## config.mk

```make
export PLATFORM = sky130hd
export DESIGN_NAME = vga_timing_gen
export DESIGN_NICKNAME = d
export VERILOG_FILES = /design/src/rtl/vga_timing_gen.sv
export SDC_FILE = /design/constraint.sdc
export NUM_CORES = 1
export LEC_CHECK = 0
export CAP_MARGIN = 20
export CORE_ASPECT_RATIO = 0.9
export CORE_MARGIN = 1
export CORE_UTILIZATION = 52
export CTS_BUF_LIST = sky130_fd_sc_hd__clkbuf_4 sky130_fd_sc_hd__clkbuf_8 sky130_fd_sc_hd__clkbuf_16
export CTS_CLUSTER_SIZE = 40
export DETAILED_ROUTE_END_ITERATION = 8
export PLACE_DENSITY = 0.87
export SYNTH_ARGS = -nofsm -noshare
export SYNTH_HDL_FRONTEND = slang
export SYNTH_SLANG_ARGS = --single-unit
```

## constraint.sdc

```tcl
create_clock -name clk_i -period 2.4 [get_ports clk_i]
set_input_delay 0.72 -clock clk_i [delete_from_list [all_inputs] [get_ports clk_i]]
set_output_delay 0.72 -clock clk_i [all_outputs]
set_load 0.05 [all_outputs]
```

## src/rtl/vga_timing_gen.sv

```systemverilog
// Raster timing generator: pixel-strobe prescaler, h/v counters and registered sync/blank/strobe
// outputs decoded from the next-state counters so they line up with x/y in the same cycle.
module vga_timing_gen #(
   parameter int unsigned H_ACTIVE = 640,
   parameter int unsigned H_FP     = 16,
   parameter int unsigned H_SYNC   = 96,
   parameter int unsigned H_BP     = 48,
   parameter int unsigned V_ACTIVE = 480,
   parameter int unsigned V_FP     = 10,
   parameter int unsigned V_SYNC   = 2,
   parameter int unsigned V_BP     = 33,
   parameter int unsigned PIX_DIV  = 2,
   parameter bit          SYNC_POL = 1'b0
) (
   input  logic        clk_i,
   input  logic        rst_ni,
   input  logic        en_i,
   output logic        pix_ce_o,
   output logic        hsync_o,
   output logic        vsync_o,
   output logic        video_on_o,
   output logic [10:0] x_o,
   output logic [10:0] y_o,
   output logic        line_start_o,
   output logic        frame_start_o
);

   localparam int unsigned HTotal     = H_ACTIVE + H_FP + H_SYNC + H_BP;
   localparam int unsigned VTotal     = V_ACTIVE + V_FP + V_SYNC + V_BP;
   localparam int unsigned HSyncStart = H_ACTIVE + H_FP;
   localparam int unsigned HSyncEnd   = HSyncStart + H_SYNC;
   localparam int unsigned VSyncStart = V_ACTIVE + V_FP;
   localparam int unsigned VSyncEnd   = VSyncStart + V_SYNC;
   localparam int unsigned DivW       = (PIX_DIV > 1) ? $clog2(PIX_DIV) : 1;
   localparam logic [DivW-1:0] DivMax = DivW'(PIX_DIV - 1);

   logic [DivW-1:0] div_q, div_d;
   logic [10:0]     h_q, h_d, v_q, v_d;
   logic            pix_ce_q, pix_ce_d;
   logic            hsync_q, hsync_d;
   logic            vsync_q, vsync_d;
   logic            video_q, video_d;
   logic            line_q, line_d;
   logic            frame_q, frame_d;
   logic            step;

   // The step fires on the edge that ends the last prescaler phase; with en low the prescaler
   // position is held, so a pending step is neither lost nor repeated across a pause.
   always_comb begin
      div_d = div_q;
      h_d   = h_q;
      v_d   = v_q;
      step  = 1'b0;
      if (en_i) begin
         step  = (div_q == DivMax);
         div_d = step ? '0 : div_q + DivW'(1);
         if (step) begin
            if (h_q == 11'(HTotal - 1)) begin
               h_d = '0;
               v_d = (v_q == 11'(VTotal - 1)) ? '0 : v_q + 11'd1;
            end else begin
               h_d = h_q + 11'd1;
            end
         end
      end
   end

   always_comb begin
      pix_ce_d = en_i && (div_d == DivMax);
      hsync_d  = ((h_d >= 11'(HSyncStart)) && (h_d < 11'(HSyncEnd))) ? SYNC_POL : ~SYNC_POL;
      vsync_d  = ((v_d >= 11'(VSyncStart)) && (v_d < 11'(VSyncEnd))) ? SYNC_POL : ~SYNC_POL;
      video_d  = (h_d < 11'(H_ACTIVE)) && (v_d < 11'(V_ACTIVE));
      line_d   = step && (h_d == '0);
      frame_d  = step && (h_d == '0) && (v_d == '0);
   end

   always_ff @(posedge clk_i or negedge rst_ni) begin
      if (!rst_ni) begin
         div_q    <= '0;
         h_q      <= 11'(HTotal - 1);
         v_q      <= 11'(VTotal - 1);
         pix_ce_q <= 1'b0;
         hsync_q  <= ~SYNC_POL;
         vsync_q  <= ~SYNC_POL;
         video_q  <= 1'b0;
         line_q   <= 1'b0;
         frame_q  <= 1'b0;
      end else begin
         div_q    <= div_d;
         h_q      <= h_d;
         v_q      <= v_d;
         pix_ce_q <= pix_ce_d;
         hsync_q  <= hsync_d;
         vsync_q  <= vsync_d;
         video_q  <= video_d;
         line_q   <= line_d;
         frame_q  <= frame_d;
      end
   end

   assign pix_ce_o      = pix_ce_q;
   assign hsync_o       = hsync_q;
   assign vsync_o       = vsync_q;
   assign video_on_o    = video_q;
   assign x_o           = h_q;
   assign y_o           = v_q;
   assign line_start_o  = line_q;
   assign frame_start_o = frame_q;

endmodule
```

# Word level (Yosys, flattened, before mapping)

Index checks and enable logic that the tools add are counted.

Register bits: 29
Bits of input ports: 3
Output and inout bits: 28
Word-level logic and storage cells: 40

Add/subtract/negate cells: 3
Magnitude comparators: 6
Equality and inequality tests: 2
Multiplexer cells: 12
Reductions and logical operators: 8

Operators with widths:

| cell                                                                 | count |
|---|---|
| 2-to-1 mux 11 bit                                                    | 7 |
| adder 11 x 1 -> 11 bit (second input constant)                       | 2 |
| equality test 11 x 10 -> 1 bit (second input constant)               | 2 |
| logical NOT 11 bit                                                   | 2 |
| less-than comparator 11 x 10 -> 1 bit (second input constant)        | 2 |
| less-than comparator 11 x 9 -> 1 bit (second input constant)         | 2 |
| greater-or-equal comparator 11 x 10 -> 1 bit (second input constant) | 1 |
| greater-or-equal comparator 11 x 9 -> 1 bit (second input constant)  | 1 |
| logical AND 1 bit                                                    | 6 |
| 2-to-1 mux 1 bit                                                     | 5 |
| adder 1 bit (second input constant)                                  | 1 |

# Depth between registers and ports, before layout

Gate-level depths: netlist (run 1).

Depth in word-level cells: 8
Mapped depth: 8
Mapped depth without buffers: 8

# Worst setup path before layout (run 1)

No wires, ideal clock.

Kind: reg2reg
From: reg h_q[0] (netlist: x_o[0])
To: reg vsync_q (netlist: vsync_o)
Data arrival time: 2310 ps
Path slack: -3 ps
Stages on the path, launching flop included: 8
Buffers on the path: 0
Period minus slack after synthesis: 2403 ps
Cell sequence: dfstp_2 > ha_1 > and2_2 > nand2_4 > or4_4 > xor2_1 > nor4b_4 > nand4b_1

Longest elaborated chain between the ends: 7
Elaborated cells on any way between the ends: 8

Ends and longest elaborated chain:

| what                                                                                                | line | text |
|---|---|---|
| start, declared                                                                                     | 38   | `logic [10:0] h_q, h_d, v_q, v_d;` |
| start signal, assigned                                                                              | 80   | `h_q <= 11'(HTotal - 1);` |
| equality test 11 x 10 -> 1 bit (*)                                                                  | 58   | `if (h_q == 11'(HTotal - 1)) begin` |
| 2-to-1 mux 11 bit (*)                                                                               | 58   |  |
| 2-to-1 mux 11 bit (*)                                                                               | 57   | `if (step) begin` |
| 2-to-1 mux 11 bit (*)                                                                               | 54   | `if (en_i) begin` |
| greater-or-equal comparator 11 x 9 -> 1 bit or less-than comparator 11 x 9 -> 1 bit (tied branches) | 71   | `vsync_d = ((v_d >= 11'(VSyncStart)) && (v_d < 11'(VSyncEnd))) ? SYNC_POL : ~SYNC_POL;` |
| logical AND 1 bit (*)                                                                               | 71   |  |
| 2-to-1 mux 1 bit (*)                                                                                | 71   |  |
| via vsync_d                                                                                         | 41   | `logic vsync_q, vsync_d;` |
| end signal, assigned                                                                                | 84   | `vsync_q <= ~SYNC_POL;` |
| end signal, assigned                                                                                | 94   | `vsync_q <= vsync_d;` |
| end, declared                                                                                       | 41   |  |

Mark *: on every way through the listed nets, which the timed path passes. The rest lies on a longest branch.

# Worst setup path after layout (run 1)

From: reg h_q[8] (netlist: x_o[8])
To: reg vsync_q (netlist: vsync_o)

The elaborated chain is that of the path after synthesis.

==> summary.json, run 1 <==
{
  "status": {"value": "complete, no violations"},
  "grt_pass1_wl": {"value": 7740, "unit": "um"},
  "totalWireLength": {"value": 4800, "unit": "um"},
  "power.density": {"value": 632, "unit": "nW/um2"},
  "layout_nets": {"value": 254},
  "max_cap_violations": {"value": 0},
  "clock-root-buffer": {"value": "clkbuf_4"},
  "holdPathStages": {"value": 1},
  "crit_type": {"value": "reg -> reg"},
  "buffer_ports.inserted": {"value": 30},
  "timing.hold.worst.class": {"value": "reg -> reg"},
  "layout.filler_cells": {"value": 199},
  "syn-cell-area": {"value": 1720, "unit": "um2"},
  "numCtsBuffers": {"value": 5},
  "post-layout-total-power": {"value": 1550, "unit": "uW"},
  "num_io_pins": {"value": 31},
  "core_region_area": {"value": 3090, "unit": "um2"},
  "cellInternalPower": {"value": 967, "unit": "uW"},
  "clock_latency_on_the_worst_skew_pair": {"value": 340, "unit": "ps"},
  "routed-via-count": {"value": 1670},
  "numClockSinks": {"value": 29},
  "yosys.cell_count.top_type": {"value": "dfrtp_1"},
  "leakage": {"value": 0.00122, "unit": "uW"},
  "synth_async_sr_flop_share": {"value": 100, "unit": "%"},
  "clockPowerShare": {"value": 21.8, "unit": "%"},
  "crit_arrival": {"value": 2620, "unit": "ps"},
  "clock-skew-final": {"value": 6.00, "unit": "ps"},
  "placedCellCount": {"value": 275},
  "route.detailed.vias_per_inst": {"value": 5.78},
  "reported_net_switching_power": {"value": 585, "unit": "uW"},
  "synth.top_cells.by_area": {"value": "dfrtp_1 25%, dfstp_2 18%, ha_1 3.6%"},
  "synth.area.mux_share": {"value": 1.96, "unit": "%"},
  "synth_top_family_by_area": {"value": "simple AND/OR/NAND/NOR gates"},
  "final_util": {"value": 79.4, "unit": "%"},
  "worst-endpoint-required": {"value": 2660, "unit": "ps"},
  "area.growth.synth_to_final": {"value": 42.7, "unit": "%"},
  "drv_slew": {"value": 0},
  "drt_first_iter_violations": {"value": 137},
  "grt_max_degree": {"value": 30},
  "synthesis.nets": {"value": 183},
  "final_area": {"value": 2450, "unit": "um2"},
  "postSynthCellCount": {"value": 175},
  "worst-slew-pin-transition": {"value": 520, "unit": "ps"},
  "tritoncts": {"value": "done"},
  "vdd_ir_drop_max": {"value": 0.000664, "unit": "V"},
  "setup_viol_count_final": {"value": 0},
  "synth.distinct_cells": {"value": 46},
  "share_of_power_burned_in_registers": {"value": 43.7, "unit": "%"},
  "final-seq-area": {"value": 748, "unit": "um2"},
  "synth.yosys.warnings": {"value": 0},
  "placement.cell_area": {"value": 2270, "unit": "um2"},
  "startpoint_type": {"value": "flip-flop"},
  "gp_congestion": {"value": 0.920},
  "synth_fa_ha_area_share": {"value": 3.64, "unit": "%"},
  "length_in_cells_of_the_worst_reg_to_reg_path": {"value": 6},
  "critical_path.endpoint_type": {"value": "flip-flop"},
  "power.switching_fraction": {"value": 37.7, "unit": "%"},
  "diode_count": {"value": 0},
  "antenna_found_initial": {"value": 0},
  "detail_route.first_pass.iterations": {"value": 5},
  "cts_max_level": {"value": 2},
  "routed_wire_length_per_instance": {"value": 16.6, "unit": "um"},
  "layout_min_cycle_time": {"value": 2350, "unit": "ps"},
  "cp_slowest_stage_delay": {"value": 600, "unit": "ps"},
  "synth_edf_count": {"value": 0},
  "finalCritPeriodShare": {"value": 98.1, "unit": "%"},
  "synth_sequential_area_ratio": {"value": 43.1, "unit": "%"},
  "crit_path_cell_trace": {"value": "and4bb_2 > nand2_2 > or4_4 > xor2_2 > nor4b_4 > nand4b_1"},
  "floorplan.die.height": {"value": 56.6, "unit": "um"},
  "multi_input_combinational_cell_area": {"value": 958, "unit": "um2"},
  "synthesis_stage_register_bit_count": {"value": 29},
  "cp_max_fo": {"value": 6},
  "synth_top_cell_by_area": {"value": "dfrtp_1"},
  "dpl.hpwl": {"value": 3350, "unit": "um"},
  "fp.dieArea": {"value": 3540, "unit": "um2"},
  "drcViolationCount": {"value": 0},
  "die-width": {"value": 62.6, "unit": "um"},
  "stdcell_count": {"value": 289},
  "cts.reportedPaths.clkPinSlew": {"value": 90, "unit": "ps"},
  "synth_commonest_cells": {"value": "17 x dfrtp_1, 14 x inv_1, 14 x nand2_1, 12 x dfstp_2, 12 x nor2_1"},
  "initial_utilization": {"value": 55.7, "unit": "%"},
  "clock_tree.buffer_depth": {"value": 2},
  "timing.max_slew.rel_slack": {"value": 65.4, "unit": "%"},
  "share_of_post_route_cells_with_drive_strength_above_1": {"value": 39.3, "unit": "%"},
  "core.rowCount": {"value": 19},
  "globalRouteOverflowTotal": {"value": 0},
  "finalHoldViolations": {"value": 0},
  "timing.fmax": {"value": 0.425, "unit": "GHz"},
  "tns_setup": {"value": 0, "unit": "ps"},
  "yosysTopAreaCellShare": {"value": 24.7, "unit": "%"},
  "comb_power_share": {"value": 34.6, "unit": "%"},
  "synth_simple_gate_area_share": {"value": 28.9, "unit": "%"},
  "post_synth_xor_area_fraction": {"value": 6.62, "unit": "%"},
  "groute.usage.overall": {"value": 29.1, "unit": "%"},
  "post_synth.cell_area_avg": {"value": 9.83, "unit": "um2"},
  "drt.antenna.violating_nets": {"value": 0},
  "first_global_vias": {"value": 1644},
  "synth-compound-area-share": {"value": 11.3, "unit": "%"},
  "timing.critical_path.slowest_stage_cell": {"value": "dfstp_2"},
  "ys_dominant_reg_cell": {"value": "dfrtp_1"}
}
-- sequential cells by signal (all words and copies together) (netlist names) --
register	flops
x_o	11
y_o	11
div_q	1
frame_start_o	1
hsync_o	1
line_start_o	1
pix_ce_o	1
video_on_o	1
vsync_o	1
-- final timing paths --
check / end / start / slack, ps
worst max-delay path: vsync_o / x_o[8] / 50
min in group asynchronous: y_o[8] / rst_ni / 760
max in group asynchronous: y_o[2] / rst_ni / 1330
worst max register to register: vsync_o / x_o[8] / 50
worst min-delay path: y_o[0] / y_o[0] / 550
worst min register to register: y_o[0] / y_o[0] / 550
-- what timing repair did --
action	4_1_cts	5_1_grt
endpoints found under the hold margin	0	0
gates resized for setup	7	15
hold buffers	0	0
pin swaps	2	3
setup endpoints to repair	6	10
buffers inserted	1	5
-- per-layer routing --
metal  routed length [um]  track usage [%]  up-vias
met1                 2020             36.9      799
met4                  131             13.6        0
met5                    0                0        -
met2                 2340             47.5       79
met3                  313             6.30       17
li1                     -                -      775
-- power by group through the flow --
stage	Clock [uW]	Combinational [uW]	Sequential [uW]
after global placement	0	512	678
after detailed placement	0	524	684
final	338	536	677
after floorplan	0	166	840
after global routing	364	580	691
after CTS	340	532	676
-- cell type report --
cell class	count	share of cell area, %
Multi-Input combinational cell	127	39.0
Sequential cell	29	30.5
Timing Repair Buffer	69	23.5
Clock buffer	8	2.70
Inverter	14	2.14
Tap cell	42	2.14
-- critical path: cells and delay by family (launching register included) --
kind | cells | cell delay (ps)
and+or+nand+nor | 5 | 1490
xor gates and xnor gates | 1 | 190
DFF | 1 | 600
-- through the flow --
step | setup slack [ps] | hold WS (ps)
6_report | 45.5 | 547
3_5_place_dp | -459 | 543
4_1_cts | -0.350 | 559
3_3_place_gp | -372 | 516
2_1_floorplan | 37.1 | 424
5_1_grt | -13.9 | 612
-- cells by family after synthesis --
| kind of cell | count (synthesis) |
|---|---|
| and+or+nand+nor | 79 |
| DFF | 29 |
| AOI/OAI and AO/OA | 27 |
| buffers and inverters | 19 |
| xor gates and xnor gates | 13 |
| adders and majority gates | 5 |
| muxes | 3 |
-- layout by cell type (no fill, tap or decap), types with 4 or more instances in the layout --
cell type / n
nand2_1: 13
and3_1: 5
dlymetal6s2s_1: 8
nand4_1: 7
a31oi_1: 5
nand3_1: 10
xor2_1: 4
nor2_1: 12
dfstp_2: 10
clkdlybuf4s50_1: 6
dfrtp_1: 17
xnor2_1: 6
inv_1: 14
buf_4: 52
ha_1: 5
clkbuf_4: 7
Note: power is estimated with default switching activity, not from simulation.
==> inputs of run 2 (changes only) <==
--- a/config.mk
+++ b/config.mk
@@ -7,7 +7,7 @@
 export LEC_CHECK = 0
 export CAP_MARGIN = 20
 export CORE_ASPECT_RATIO = 0.9
-export CORE_MARGIN = 1
+export CORE_MARGIN = 8
 export CORE_UTILIZATION = 52
 export CTS_BUF_LIST = sky130_fd_sc_hd__clkbuf_4 sky130_fd_sc_hd__clkbuf_8 sky130_fd_sc_hd__clkbuf_16
 export CTS_CLUSTER_SIZE = 40
==> summary.json, run 2 (synthesis gave the netlist of run 1 again) <==
{
  "crit_path_cell_trace": {"value": "clkdlybuf4s50_1"},
  "final-seq-area": {"value": 749, "unit": "um2"},
  "crit-reg2reg-launch": {"value": "y_o[1]"},
  "cp_slowest_stage_delay": {"value": 850, "unit": "ps"},
  "first_global_vias": {"value": 1578},
  "worst-slew-pin-transition": {"value": 503, "unit": "ps"},
  "leakage": {"value": 0.00109, "unit": "uW"},
  "initial_utilization": {"value": 52.5, "unit": "%"},
  "cellInternalPower": {"value": 1060, "unit": "uW"},
  "fp.dieArea": {"value": 5410, "unit": "um2"},
  "globalRouteOverflowTotal": {"value": 0},
  "layout_nets": {"value": 247},
  "timing.fmax": {"value": 0.430, "unit": "GHz"},
  "floorplan.die.height": {"value": 70.6, "unit": "um"},
  "reported_net_switching_power": {"value": 592, "unit": "uW"},
  "routed_wire_length_per_instance": {"value": 15.7, "unit": "um"},
  "die-width": {"value": 76.6, "unit": "um"},
  "levels_on_crit_path": {"value": 1},
  "final_area": {"value": 2390, "unit": "um2"},
  "crit_arrival": {"value": 1600, "unit": "ps"},
  "grt_pass1_wl": {"value": 7490, "unit": "um"},
  "cell_class_contributing_the_biggest_share_of_worst_path_delay": {"value": "buffers and inverters"},
  "place_ws": {"value": -497, "unit": "ps"},
  "drt_first_iter_violations": {"value": 177},
  "groute.usage.overall": {"value": 17.1, "unit": "%"},
  "num_io_pins": {"value": 31},
  "buffer_ports.inserted": {"value": 30},
  "holdPathStages": {"value": 1},
  "drv_slew": {"value": 0},
  "startpoint_type": {"value": "flip-flop"},
  "cts.reportedPaths.clkPinSlew": {"value": 60, "unit": "ps"},
  "gp_congestion": {"value": 0.937},
  "dpl.hpwl": {"value": 3260, "unit": "um"},
  "finalHoldViolations": {"value": 0},
  "route.detailed.vias_per_inst": {"value": 5.62},
  "power.switching_fraction": {"value": 35.8, "unit": "%"},
  "crit_buf_inv": {"value": 1},
  "vdd_ir_drop_max": {"value": 0.000802, "unit": "V"},
  "antenna_found_initial": {"value": 0},
  "share_of_post_route_cells_with_drive_strength_above_1": {"value": 37.1, "unit": "%"},
  "holdCritStartpoint": {"value": "y_o[0]"},
  "multi_input_combinational_cell_area": {"value": 931, "unit": "um2"},
  "core_region_area": {"value": 3280, "unit": "um2"},
  "clock-skew-final": {"value": 7.61, "unit": "ps"},
  "share_of_power_burned_in_registers": {"value": 40.9, "unit": "%"},
  "detail_route.first_pass.iterations": {"value": 4},
  "tritoncts": {"value": "done"},
  "mostFrequentLayoutCell": {"value": "buf_4"},
  "grt_max_degree": {"value": 30},
  "worst_setup_path_startpoint": {"value": "y_o[6]"},
  "layout_min_cycle_time": {"value": 2320, "unit": "ps"},
  "cts-hold-fix-buffers": {"value": 0},
  "clockPowerShare": {"value": 26.8, "unit": "%"},
  "post-layout-total-power": {"value": 1650, "unit": "uW"},
  "worst-endpoint-required": {"value": 1680, "unit": "ps"},
  "status": {"value": "complete, no violations"},
  "critical_path.endpoint_type": {"value": "output port"},
  "length_in_cells_of_the_worst_reg_to_reg_path": {"value": 9},
  "drt.antenna.violating_nets": {"value": 0},
  "clock_latency_on_the_worst_skew_pair": {"value": 280, "unit": "ps"},
  "timing.hold.worst.class": {"value": "reg -> reg"},
  "fin_hold_ws": {"value": 606, "unit": "ps"},
  "timing.critical_path.slowest_stage_cell": {"value": "clkdlybuf4s50_1"},
  "comb_power_share": {"value": 32.3, "unit": "%"},
  "timing.max_slew.rel_slack": {"value": 66.4, "unit": "%"},
  "area.growth.synth_to_final": {"value": 39.1, "unit": "%"},
  "drcViolationCount": {"value": 0},
  "routed-via-count": {"value": 1596},
  "numCtsBuffers": {"value": 5},
  "core.rowCount": {"value": 20},
  "power.density": {"value": 691, "unit": "nW/um2"},
  "setup_viol_count_final": {"value": 0},
  "max_cap_violations": {"value": 0},
  "fin_ws": {"value": 75.6, "unit": "ps"},
  "layout.filler_cells": {"value": 236},
  "final_cell_mix": {"value": "46 x buf_4, 16 x dfrtp_1, 15 x clkdlybuf4s50_1"},
  "diode_count": {"value": 0},
  "cts_max_level": {"value": 2},
  "totalWireLength": {"value": 4450, "unit": "um"},
  "numClockSinks": {"value": 29},
  "placement.cell_area": {"value": 2250, "unit": "um2"},
  "finalCritPeriodShare": {"value": 96.8, "unit": "%"},
  "clock-root-buffer": {"value": "clkbuf_8"},
  "crit_type": {"value": "reg -> out"},
  "clock_tree.buffer_depth": {"value": 2},
  "cp_max_fo": {"value": 7}
}
## run 2: power groups by stage
stage | clock [uW] | combinational (uW) | sequential [uW]
2_1_floorplan | 0 | 166 | 840
3_3_place_gp | 0 | 520 | 679
3_5_place_dp | 0 | 530 | 682
4_1_cts | 451 | 536 | 675
5_1_grt | 469 | 571 | 687
6_report | 443 | 534 | 676
## run 2: worst paths after layout
kind | slack, ps | end
min reg2reg | 610 | y_o[0]
max | 80 | y_o[6]
max reg2reg | 80 | frame_start_o
max in group asynchronous | 1260 | vsync_o
min | 610 | y_o[0]
min in group asynchronous | 810 | pix_ce_o
## run 2: metrics by stage
| step | util, % | instances | setup TNS, ps |
|---|---|---|---|
| floorplan | - | 175 | 0 |
| global placement | 68.5 | 274 | -2270 |
| detailed placement | 68.5 | 274 | -2860 |
| CTS | 72.3 | 283 | 0 |
| global route | 73.0 | 284 | -4.36 |
| finish | 73.0 | 284 | 0 |
## run 2: worst reg2reg max path: stages (launching register included)
cell and delay (ps):
dfrtp_2 450, inv_1 90, ha_1 190, nor4b_4 310, buf_4 180, a31oi_1 80
o31ai_1 300, o21a_1 200, nand4_1 100, nor4_1 300
## run 2: repair_timing
action	CTS	global route
buffers inserted	1	1
pin swaps	3	4
setup endpoints to repair	4	2
gates resized for setup	3	7
## run 2: metal layers
metal | vias up | track usage (%) | part of all wire (%) | routed length, um
li1 | 765 | - | - | -
met1 | 762 | 22.0 | 46 | 2030
met3 | 17 | 4.05 | 5.8 | 259
met2 | 52 | 25.2 | 44 | 1980
met4 | 0 | 10.9 | 4.0 | 178
met5 | - | 0 | 0 | 0
## run 2: cell type report
cell class | count | area share, %
multi-input cells | 127 | 38.9
flip-flops and latches | 29 | 31.3
repair buffers | 62 | 21.1
clock buffers | 7 | 4.03
well taps | 44 | 2.30
inverters | 14 | 2.20
clock inverters | 1 | 0.209
